$ cat src/rtl/breath_pkg.sv
// Shared encodings for the breathing-LED array: mode select values and per-channel phases.
package breath_pkg;

  localparam logic [1:0] MODE_ROTATE = 2'd0;
  localparam logic [1:0] MODE_SYNC   = 2'd1;
  localparam logic [1:0] MODE_HOLD   = 2'd2;

  localparam int unsigned PH_RISE = 0;
  localparam int unsigned PH_FALL = 1;

endpackage

$ cat src/rtl/breath_ramp_gen.sv
// Shared timing core: PWM carrier counter, step divider, duty ramp, phase sequence and
// latched mode, plus the registered ramp-completion pulse.
module breath_ramp_gen
  import breath_pkg::*;
#(
  parameter int unsigned N_CH     = 3,
  parameter int unsigned PERIOD   = 2400,
  parameter int unsigned STEP_DIV = 1
) (
  input  logic                      clk,
  input  logic                      rst_n,
  input  logic                      en,
  input  logic [1:0]                mode,
  output logic [$clog2(PERIOD)-1:0] cnt_pwm,
  output logic [$clog2(PERIOD)-1:0] duty,
  output logic [$clog2(N_CH)-1:0]   seq,
  output logic                      sync,
  output logic                      ramp_done
);

  localparam int unsigned CW = $clog2(PERIOD);
  localparam int unsigned DW = $clog2(STEP_DIV) + 1;
  localparam int unsigned SW = $clog2(N_CH);

  localparam logic [CW-1:0] LAST     = CW'(PERIOD - 1);
  localparam logic [DW-1:0] DIV_LAST = DW'(STEP_DIV - 1);
  localparam logic [SW-1:0] SEQ_LAST = SW'(N_CH - 1);

  logic [CW-1:0] cnt_q, cnt_d, duty_q, duty_d;
  logic [DW-1:0] div_q, div_d;
  logic [SW-1:0] seq_q, seq_d;
  logic          sync_q, sync_d, done_q, done_d;
  logic          hold, tick, step, wrap;

  assign hold = (mode == MODE_HOLD);
  assign tick = (cnt_q == LAST);
  assign step = tick && (div_q == DIV_LAST) && !hold;
  assign wrap = step && (duty_q == LAST);

  always_comb begin
    cnt_d  = cnt_q;
    div_d  = div_q;
    duty_d = duty_q;
    seq_d  = seq_q;
    sync_d = sync_q;
    done_d = en && wrap;
    if (en) begin
      cnt_d = tick ? '0 : cnt_q + 1'b1;
      if (tick && !hold) div_d = (div_q == DIV_LAST) ? '0 : div_q + 1'b1;
      if (step) duty_d = wrap ? '0 : duty_q + 1'b1;
      if (wrap) begin
        if (sync_q) seq_d = (seq_q == '0) ? SW'(1) : '0;
        else        seq_d = (seq_q == SEQ_LAST) ? '0 : seq_q + 1'b1;
      end
    end
    // HOLD never reaches mode_q; the reserved code behaves as ROTATE
    if (!en || wrap) begin
      if (mode == MODE_SYNC)      sync_d = 1'b1;
      else if (mode != MODE_HOLD) sync_d = 1'b0;
    end
  end

  always_ff @(posedge clk) begin
    if (!rst_n) begin
      cnt_q  <= '0;
      div_q  <= '0;
      duty_q <= '0;
      seq_q  <= '0;
      sync_q <= 1'b0;
      done_q <= 1'b0;
    end else begin
      cnt_q  <= cnt_d;
      div_q  <= div_d;
      duty_q <= duty_d;
      seq_q  <= seq_d;
      sync_q <= sync_d;
      done_q <= done_d;
    end
  end

  assign cnt_pwm   = cnt_q;
  assign duty      = duty_q;
  assign seq       = seq_q;
  assign sync      = sync_q;
  assign ramp_done = done_q;

endmodule

$ cat src/rtl/breath_led_array.sv
// N-channel breathing-LED driver: maps the shared ramp onto per-channel phases and drives
// registered PWM pins with selectable polarity.
module breath_led_array
  import breath_pkg::*;
#(
  parameter int unsigned N_CH       = 3,
  parameter int unsigned PERIOD     = 2400,
  parameter int unsigned STEP_DIV   = 1,
  parameter bit          ACTIVE_LOW = 1'b1
) (
  input  logic                    CLK,
  input  logic                    RST_N,
  input  logic                    EN,
  input  logic [1:0]              MODE,
  output logic [N_CH-1:0]         LED,
  output logic                    RAMP_DONE,
  output logic [$clog2(N_CH)-1:0] SEQ
);

  localparam int unsigned CW = $clog2(PERIOD);
  localparam int unsigned SW = $clog2(N_CH);
  localparam logic [CW-1:0] LAST = CW'(PERIOD - 1);
  localparam logic [N_CH-1:0] DARK = {N_CH{ACTIVE_LOW}};

  logic [CW-1:0]   cnt_pwm, duty, fall_lim;
  logic [SW-1:0]   seq;
  logic            sync;
  logic [N_CH-1:0] lit, led_q;

  breath_ramp_gen #(
    .N_CH     (N_CH),
    .PERIOD   (PERIOD),
    .STEP_DIV (STEP_DIV)
  ) u_ramp (
    .clk       (CLK),
    .rst_n     (RST_N),
    .en        (EN),
    .mode      (MODE),
    .cnt_pwm   (cnt_pwm),
    .duty      (duty),
    .seq       (seq),
    .sync      (sync),
    .ramp_done (RAMP_DONE)
  );

  assign fall_lim = LAST - duty;

  for (genvar ch = 0; ch < N_CH; ch++) begin : g_ch
    logic [SW:0] ph;

    // (seq + N_CH - ch) mod N_CH, folded by compare since seq < N_CH
    always_comb begin
      if (sync || ch == 0)                   ph = {1'b0, seq};
      else if ({1'b0, seq} >= (SW+1)'(ch))   ph = {1'b0, seq} - (SW+1)'(ch);
      else                                   ph = {1'b0, seq} + (SW+1)'(N_CH - ch);
    end

    always_comb begin
      if (ph == (SW+1)'(PH_RISE))      lit[ch] = (cnt_pwm < duty);
      else if (ph == (SW+1)'(PH_FALL)) lit[ch] = (cnt_pwm < fall_lim);
      else                             lit[ch] = 1'b0;
    end
  end

  always_ff @(posedge CLK) begin
    if (!RST_N || !EN) led_q <= DARK;
    else               led_q <= ACTIVE_LOW ? ~lit : lit;
  end

  assign LED = led_q;
  assign SEQ = seq;

endmodule
$ cat config.mk
export PLATFORM = sky130hd
export DESIGN_NAME = breath_led_array
export DESIGN_NICKNAME = d
export VERILOG_FILES = /design/src/rtl/breath_pkg.sv /design/src/rtl/breath_ramp_gen.sv /design/src/rtl/breath_led_array.sv
export SDC_FILE = /design/constraint.sdc
export NUM_CORES = 1
export LEC_CHECK = 0
export CAP_MARGIN = 25
export CORE_ASPECT_RATIO = 0.75
export CORE_MARGIN = 1.5
export CORE_UTILIZATION = 25
export CTS_BUF_LIST = sky130_fd_sc_hd__clkbuf_8
export DETAILED_ROUTE_END_ITERATION = 10
export SETUP_SLACK_MARGIN = 0.05
export SYNTH_ARGS = -nofsm -noshare
export SYNTH_HDL_FRONTEND = slang
export SYNTH_SLANG_ARGS = --single-unit
$ cat constraint.sdc
create_clock -name CLK -period 2.4 [get_ports CLK]
set_input_delay 0.48 -clock CLK [delete_from_list [all_inputs] [get_ports CLK]]
set_output_delay 0.48 -clock CLK [all_outputs]
set_load 0.1 [all_outputs]
==> results.tsv <==
metric	value	unit
hold-path-cell-count	2	
seqCellArea	621	sq um
wl_per_cell	12.9	um
yosys_warnings	0	
synth_compound_area_share	12.2	%
drtAntennaViolNets	0	
start_util	25.8	%
multi_input_area	1490	sq um
maxCapViolCount	0	
ys.flop_type	dfxtp_1	
final_common_cell	ha_1	
synth_nets	295	
dp_hpwl	3960	um
dieHeight	83.9	um
final_cell_mix	ha_1 (32), dfxtp_1 (31), nor2_1 (26)	
whs	0.539	ns
syn_avg_cell_area	8.46	sq um
synth-async-reset-ratio	0	%
worst_ep_arrival_time	2.40	ns
total_power	1.14	mW
min-delay-start	u_ramp.duty[9]$_SDFFE_PN0P_	
fill_cells	875	
hp-class	flip-flop to flip-flop	
vias	1837	
path_clk_slew	0.06	ns
dr.pass1.iters	4	
vias_per_cell	4.71	
syn_area	2180	sq um
tightest_slew	0.493	ns
ir_worst_vdd	0.304	mV
grt_pass1_wl	8820	um
criticalPathCategory	flip-flop to flip-flop	
nets	318	
yosys.cell_types.count	45	
worst-path-max-fanout	6	
clkSinkCount	31	
cp_num_cells	8	
portBuffers	10	
clock_path_buffers	2	
p_per_area	439	nW/um^2
fin_util	30.7	%
cts_tree	built	
period_share	92.5	%
cp_num_buf_inv	1	
worst_path_max_delay_cell	dfxtp_1	
post-cts-setup-buffer-count	0	
synth_xor_area_share	9.23	%
ios	11	
finalHoldViolCount	0	
reg2reg_depth	8	
status	finished, final reports clean	
r2r_end	LED[0]$_SDFF_PP1_	
areaGrowthSynthToFinish	18.8	%
gp_congestion	0.890	
cpPeakStageDelay	0.47	ns
postLayoutSetupSlackWorst	0.181	ns
die_area	9300	sq um
synth_top_family_by_area	simple AND/OR/NAND/NOR gates	
numCtsBuffers	5	
postPlaceCellArea	2460	sq um
drive_above_1_share	13.5	%
synth_edf_count	0	
grt_remaining_overflow	0	
drc	0	
hold_path_end	u_ramp.duty[9]$_SDFFE_PN0P_	
antenna_found_initial	0	
track_usage	11.7	%
routed_wl	5030	um
crit_chain	inv_1 > o21ai_0 > xnor2_1 > ha_1 > nand2_1 > o21ai_1 > or4_1 > o22a_1	
n_antenna_cell	0	
h-tree-depth	2	
post-place-cells	382	
reg2reg_slack	0.18	ns
skew	0.00339	ns
setup-violations-final	0	
die_w	111	um
rsz0062_at_grt	yes	
synth-simple-area-share	24.8	%
core	8450	sq um
finalInstanceArea	2590	sq um
crit_required	2.58	ns
synth.area.mux_share	2.81	%
instances_no_fill	390	
leakage	1.05	nW
clk_latency	0.29	ns
postCtsHoldBufs	0	
synth_fa_ha_area_share	18.3	%
finalMaxSlewViolations	0	
drtIter0Drc	111	
crit_path_end_kind	flip-flop	
cts-root-buf	clkbuf_8	
ys_seq_area_share	28.4	%
maxSlewHeadroom	66.7	%
final.setup.tns	0	ns
cp-start-kind	flip-flop	
postSynthCellCount	258	
critical_path.top_delay_family	compound AO/OA/AOI/OAI gates	
core.rowCount	29	
min_period	2.22	ns
clock.fmax	451	MHz
worstReg2RegStart	u_ramp.duty[8]$_SDFFE_PN0P_	
grt_pass1_vias	1806	
grt_max_degree	11	
place_ws	0.113	ns
ys_ff_latch	31	
synth_stat cells, types with 2 or more instances:
master	instances	share of area, %
nor2_1	26	4.5
a211oi_1	2	0.69
mux2i_1	5	2.3
inv_1	19	3.3
xor2_1	7	2.8
nor4_1	3	0.86
o211ai_1	2	0.69
nor3_1	2	0.46
or3_2	3	1.0
dfxtp_1	31	28
ha_1	32	18
nand2_1	22	3.8
o41a_1	2	1.0
and2_1	5	1.4
o311ai_0	2	0.80
o22a_1	2	0.80
nand4b_1	2	0.80
o21ai_0	12	2.8
nor2b_1	4	1.1
xnor2_1	16	6.4
and3_1	2	0.57
nand4_1	7	2.0
clkbuf_1	3	0.52
a21oi_1	14	3.2
nand3_1	13	3.0
registers in the layout, indices dropped and copies added, names as in the netlist:
name              flops
LED                   3
u_ramp.cnt_pwm       12
u_ramp.duty          12
u_ramp.ramp_done      1
u_ramp.seq            2
u_ramp.sync           1
metal layers:
| metal | vias to the layer above | global-route usage (%) | routed length (um) |
|---|---|---|---|
| met5 | - | 0 | 0 |
| li1 | 957 | - | - |
| met3 | 6 | 3.05 | 174 |
| met2 | 26 | 17.7 | 2180 |
| met1 | 848 | 16.3 | 2620 |
| met4 | 0 | 3.15 | 53 |
worst max-delay path by stage:
stage / startpoint / endpoint / slack (ns)
finish: u_ramp.duty[8]$_SDFFE_PN0P_ / LED[0]$_SDFF_PP1_ / 0.18
global route: u_ramp.duty[5]$_SDFFE_PN0P_ / LED[0]$_SDFF_PP1_ / 0.04
CTS: u_ramp.duty[6]$_SDFFE_PN0P_ / LED[0]$_SDFF_PP1_ / 0.09
detailed placement: u_ramp.duty[6]$_SDFFE_PN0P_ / LED[0]$_SDFF_PP1_ / 0.11
global placement: u_ramp.duty[6]$_SDFFE_PN0P_ / LED[0]$_SDFF_PP1_ / 0.13
floorplan: u_ramp.seq[0]$_SDFFE_PN0P_ / LED[0]$_SDFF_PP1_ / 0.07
kinds of logic after synthesis:
kind of cell,Yosys count
buffers and inverters,23
and+or+nand+nor,101
DFF,31
AOI/OAI and AO/OA,42
adders and majority gates,32
muxes,6
xor gates and xnor gates,23
worst reg2reg max path, cell delays in order (launching register included):
cell     delay (ns)
dfxtp_1        0.47
inv_1          0.16
o21ai_0        0.23
xnor2_1        0.15
ha_1           0.25
nand2_1        0.11
o21ai_1        0.11
or4_1          0.42
o22a_1         0.21
final cells by class:
class / count / share of cell area (%)
Sequential cell: 31 / 23.9
Timing Repair Buffer: 20 / 6.18
Clock buffer: 6 / 3.19
Inverter: 19 / 2.75
Clock inverter: 2 / 1.35
Multi-Input combinational cell: 204 / 57.4
Tap cell: 108 / 5.21
power by group:
part           leakage (nW)  internal, mW  switching [mW]
logic                 0.743        0.0286          0.0436
registers             0.251         0.521         0.00952
clock network        0.0612         0.336           0.199
timing repair:
action / CTS / global route
endpoints found under the setup margin: 0 / 2
gates resized for setup: 0 / 5
endpoints found under the hold margin: 0 / 0
Note: power is estimated with default switching activity, not from simulation.
